**src/rtl/alu_pkg.sv**
```systemverilog
// Shared constants for the MIPS ALU control block: ALU operation codes,
// main-control ALUop values and R-type funct encodings.
package alu_pkg;

    localparam logic [2:0] ALU_AND = 3'b000;
    localparam logic [2:0] ALU_OR  = 3'b001;
    localparam logic [2:0] ALU_ADD = 3'b010;
    localparam logic [2:0] ALU_XOR = 3'b011;
    localparam logic [2:0] ALU_SUB = 3'b110;
    localparam logic [2:0] ALU_SLT = 3'b111;
    localparam logic [2:0] ALU_NOR = 3'b100;

    localparam logic [1:0] ALUOP_MEM   = 2'b00;
    localparam logic [1:0] ALUOP_BR    = 2'b01;
    localparam logic [1:0] ALUOP_RTYPE = 2'b10;

    localparam logic [5:0] F_ADD = 6'b100000;
    localparam logic [5:0] F_SUB = 6'b100010;
    localparam logic [5:0] F_AND = 6'b100100;
    localparam logic [5:0] F_OR  = 6'b100101;
    localparam logic [5:0] F_XOR = 6'b100110;
    localparam logic [5:0] F_SLT = 6'b101010;
    localparam logic [5:0] F_NOR = 6'b100111;

endpackage

```
**src/rtl/alu_control_decode.sv**
```systemverilog
// Combinational ALUop/funct decoder. slt/nor support is enabled by defining
// ALUCTRL_SLT_NOR_EN; otherwise those encodings decode as illegal.
module alu_control_decode
    import alu_pkg::*;
#(
    parameter logic [2:0] ILLEGAL_OP = 3'b000
) (
    input  logic [1:0] alu_op,
    input  logic [5:0] funct,
    output logic [2:0] op,
    output logic       illegal
);

    // Wildcard funct on memory/branch ops so unknown funct bits never leak out.
    always_comb begin
        op      = ILLEGAL_OP;
        illegal = 1'b1;
        casez ({alu_op, funct})
            {ALUOP_MEM,   6'b??????}: begin op = ALU_ADD; illegal = 1'b0; end
            {ALUOP_BR,    6'b??????}: begin op = ALU_SUB; illegal = 1'b0; end
            {ALUOP_RTYPE, F_ADD}:     begin op = ALU_ADD; illegal = 1'b0; end
            {ALUOP_RTYPE, F_SUB}:     begin op = ALU_SUB; illegal = 1'b0; end
            {ALUOP_RTYPE, F_AND}:     begin op = ALU_AND; illegal = 1'b0; end
            {ALUOP_RTYPE, F_OR}:      begin op = ALU_OR;  illegal = 1'b0; end
            {ALUOP_RTYPE, F_XOR}:     begin op = ALU_XOR; illegal = 1'b0; end
`ifdef ALUCTRL_SLT_NOR_EN
            {ALUOP_RTYPE, F_SLT}:     begin op = ALU_SLT; illegal = 1'b0; end
            {ALUOP_RTYPE, F_NOR}:     begin op = ALU_NOR; illegal = 1'b0; end
`endif
            default: begin
                op      = ILLEGAL_OP;
                illegal = 1'b1;
            end
        endcase
    end

endmodule

```
**src/rtl/alu_control.sv**
```systemverilog
// Registered MIPS ALU control: decode ALUop/funct into op2..op0 with one cycle
// of latency. Optional slt/nor decode is selected with ALUCTRL_SLT_NOR_EN.
module alu_control
    import alu_pkg::*;
#(
    parameter logic [2:0] ILLEGAL_OP = 3'b000
) (
    input  logic       clk,
    input  logic       rst_n,
    input  logic       in_valid,
    input  logic [1:0] alu_op,
    input  logic [5:0] funct,
    output logic       op2,
    output logic       op1,
    output logic       op0,
    output logic       out_valid,
    output logic       illegal
);

    logic [2:0] op_next;
    logic       illegal_next;
    logic [2:0] op_reg;
    logic       illegal_reg;
    logic       out_valid_reg;

    alu_control_decode #(
        .ILLEGAL_OP (ILLEGAL_OP)
    ) u_decode (
        .alu_op  (alu_op),
        .funct   (funct),
        .op      (op_next),
        .illegal (illegal_next)
    );

    // Result registers only load on a valid input; out_valid tracks in_valid every cycle.
    always_ff @(posedge clk or negedge rst_n) begin
        if (!rst_n) begin
            op_reg        <= 3'b000;
            illegal_reg   <= 1'b0;
            out_valid_reg <= 1'b0;
        end else begin
            out_valid_reg <= in_valid;
            if (in_valid) begin
                op_reg      <= op_next;
                illegal_reg <= illegal_next;
            end
        end
    end

    assign op2       = op_reg[2];
    assign op1       = op_reg[1];
    assign op0       = op_reg[0];
    assign out_valid = out_valid_reg;
    assign illegal   = illegal_reg;

endmodule

```
**config.mk**
```make
export PLATFORM = sky130hd
export DESIGN_NAME = alu_control
export DESIGN_NICKNAME = d
export VERILOG_FILES = /design/src/rtl/alu_pkg.sv /design/src/rtl/alu_control_decode.sv /design/src/rtl/alu_control.sv
export SDC_FILE = /design/constraint.sdc
export NUM_CORES = 1
export LEC_CHECK = 0
export BUFFER_PORTS_ARGS = -buffer_cell sky130_fd_sc_hd__buf_2
export CORE_AREA = 5 5 42 44
export DETAILED_ROUTE_END_ITERATION = 8
export DIE_AREA = 0 0 47 49
export GPL_TIMING_DRIVEN = 0
export SYNTH_ARGS = -nofsm -noshare
export SYNTH_HDL_FRONTEND = slang
export SYNTH_SLANG_ARGS = --single-unit
```
**constraint.sdc**
```tcl
create_clock -name clk -period 1 [get_ports clk]
set_input_delay 0.05 -clock clk [delete_from_list [all_inputs] [get_ports clk]]
set_output_delay 0.05 -clock clk [all_outputs]
set_load 0.03 [all_outputs]
```
==> impl_results.md <==
- Area delta synth->final: 53.57%
- Final Hold Fails: 0
- Pre-CTS setup slack: 0.07829 ns
- CP max FO: 2
- Initial antenna violation count: 0
- Slack of the critical path: 0.1546 ns
- # Max-Cap Violations: 0
- Maximum clock rate: 1183 MHz
- Die extent in y: 49 um
- Final wirelength: 611 um
- Syn avg cell area: 10.22 um^2
- Seq/Total Area, Yosys: 51.02%
- Site Rows: 14
- Non-Filler Instances: 60
- Vias per cell: 4.150
- Final worst-path cycle share: 84.54%
- CTS Buf Count: 3
- Dpl cells: 55
- Critical path buffers and inverters: 1
- Lkg Pwr: 0.1895 nW
- Largest register FFs: 3
- Setup Buffers After CTS: 0
- PostCTS Resize Cnt: 0
- Vias in the first global route: 258
- Slew Limit Headroom: 82.80%
- VDD IR max: 344.3 uV
- Setup TNS Final: 0 ns
- Share of cells above drive strength 1: 43.18%
- Die span in x: 47 um
- Starting DRC count in detailed routing: 1
- GP Congestion: 0.7768
- Distinct cells, synth: 15
- Status: complete, no violations
- Maximum number of pins on one net before global-route repair: 9
- IO Port Bufs: 15
- Total power: 0.5572 mW
- Critical Path AT: 0.80 ns
- DIE AREA: 0.002303 mm^2
- Delay of the slowest critical-path stage: 0.38 ns
- Syn. warnings: 0
- Overall Global Routing Usage: 6.157%
- Syn_nets: 35
- Final slew viol count: 0
- Final core utilization: 26.88%
- Worst Path Required: 0.95 ns
- Setup Skew: 0 ns
- 1st-pass router iterations: 2
- First-pass GRT wire length: 993 um
- Flops & latches, synth: 5
- Final nets: 56
- Shortest period the worst path allows: 0.8454 ns
- Wire per inst: 10.18 um
- Top delay family on crit path: flip-flops
- Starting density of the core: 17.50%
- IO Count: 16
- Ant. Diodes: 0
- CTS clk-pin slew, worst paths: 0.04 ns
- Clock latency on the worst-skew pair: 0.24 ns
- CP Class: reg -> out
- CTS H-tree depth: 1
- Worst-Margin Slew: 0.2572 ns
- DR vias: 249
- Root Driver: clkbuf_4
- Area of the core: 0.001401 mm^2
- Unrepaired setup endpoints after global routing: no
- PwrDens: 1480 mW/mm^2
- Mapped Cells: 24
- Crit path cell chain: buf_2
- Crit path capture type: output port
- Num Clock Sinks: 5
- CTS tree: done
- Clk buf depth: 2
- Slowest CP cell: dfrtp_1
- Worst Hold Class: in -> reg
- Post-Syn Area: 245.2 um^2
- Final ANT Viol Nets: 0
- GRT overflow: 0
- Setup violators final: 0
- Fillers: 167
- Residual DRC: 0
- CP Launch Type: flop
==> power breakdown <==
| group | internal, mW | switching, mW | leakage [nW] | total, mW |
|---|---|---|---|---|
| Sequential | 0.217 | 0.00731 | 0.0608 | 0.224 |
| Clock | 0.150 | 0.0753 | 0.0150 | 0.226 |
| Combinational | 0.0439 | 0.0635 | 0.114 | 0.107 |
==> kinds of logic after synthesis <==
logic type                share of synthesized area, %
and+or+nand+nor                                  22.96
xor gates and xnor gates                         3.572
buffers and inverters                            3.062
AOI/OAI and AO/OA                                19.39
DFF                                              51.02
==> path summary, 6_finish.rpt <==
path,from,to,slack [ns],cells after the start
worst max-delay path,op_reg[2],op2,0.15,1
worst min-delay path,in_valid,out_valid,0.01,1
worst max register to register,op_reg[2],op_reg[2],0.16,3
worst min register to register,op_reg[1],op_reg[1],0.53,2
max in group asynchronous,rst_n,op_reg[0],0.72,2
min in group asynchronous,rst_n,out_valid,0.15,2
==> area by class of cell <==
type / instances / area [um^2] / share of cell area (%)
Timing Repair Buffer: 16 / 85.08 / 22.59
Clock buffer: 4 / 26.28 / 6.977
Inverter: 2 / 7.507 / 1.993
Sequential cell: 5 / 125.1 / 33.22
Multi-Input combinational cell: 17 / 112.6 / 29.90
Tap cell: 16 / 20.02 / 5.316
==> repair_timing <==
item	CTS	global route
endpoints found under the setup margin	0	0
hold endpoints to repair	5	0
hold buffers	1	0
==> per-stage QoR <==
step	hold WS, ns	area, um^2
2_1_floorplan	-0.2456	245.2
3_3_place_gp	-0.1367	340.3
3_5_place_dp	-0.1341	340.3
4_1_cts	0.002769	376.6
5_1_grt	0.01452	376.6
6_report	0.01343	376.6
==> Yosys cell counts <==
master,instances,area (um^2)
nand2_1,1,3.750
a21oi_1,1,5.000
and3b_1,1,8.760
o21ai_0,2,10.01
o31ai_1,1,7.510
a22oi_1,1,7.510
nand2b_1,2,12.51
xnor2_1,1,8.760
nor2_1,3,11.26
and4bb_1,1,12.51
nand3b_1,1,7.510
dfrtp_1,5,125.1
o32ai_1,1,8.760
inv_1,2,7.510
a31o_2,1,8.760
==> cells in the final DEF (no fill, tap or decap) <==
master and n:
buf_2 15, dfrtp_1 5, nor2_1 3, clkbuf_4 3, inv_1 2, o21ai_0 2
nand2b_1 2, and4bb_1 1, and3b_1 1, nand2_1 1, a22oi_1 1, nand3b_1 1
o31ai_1 1, xnor2_1 1, o32ai_1 1, a21oi_1 1, a31o_2 1, clkbuf_1 1
dlygate4sd3_1 1
==> metal layers <==
layer / global-route usage, % / vias to the layer above / share of wire, %
li1: - / 126 / -
met1: 8.036 / 106 / 46
met2: 7.240 / 15 / 37
met3: 0.3690 / 2 / 13
met4: 8.295 / 0 / 3.1
met5: 0 / - / 0
(Power assumes the default switching activity.)
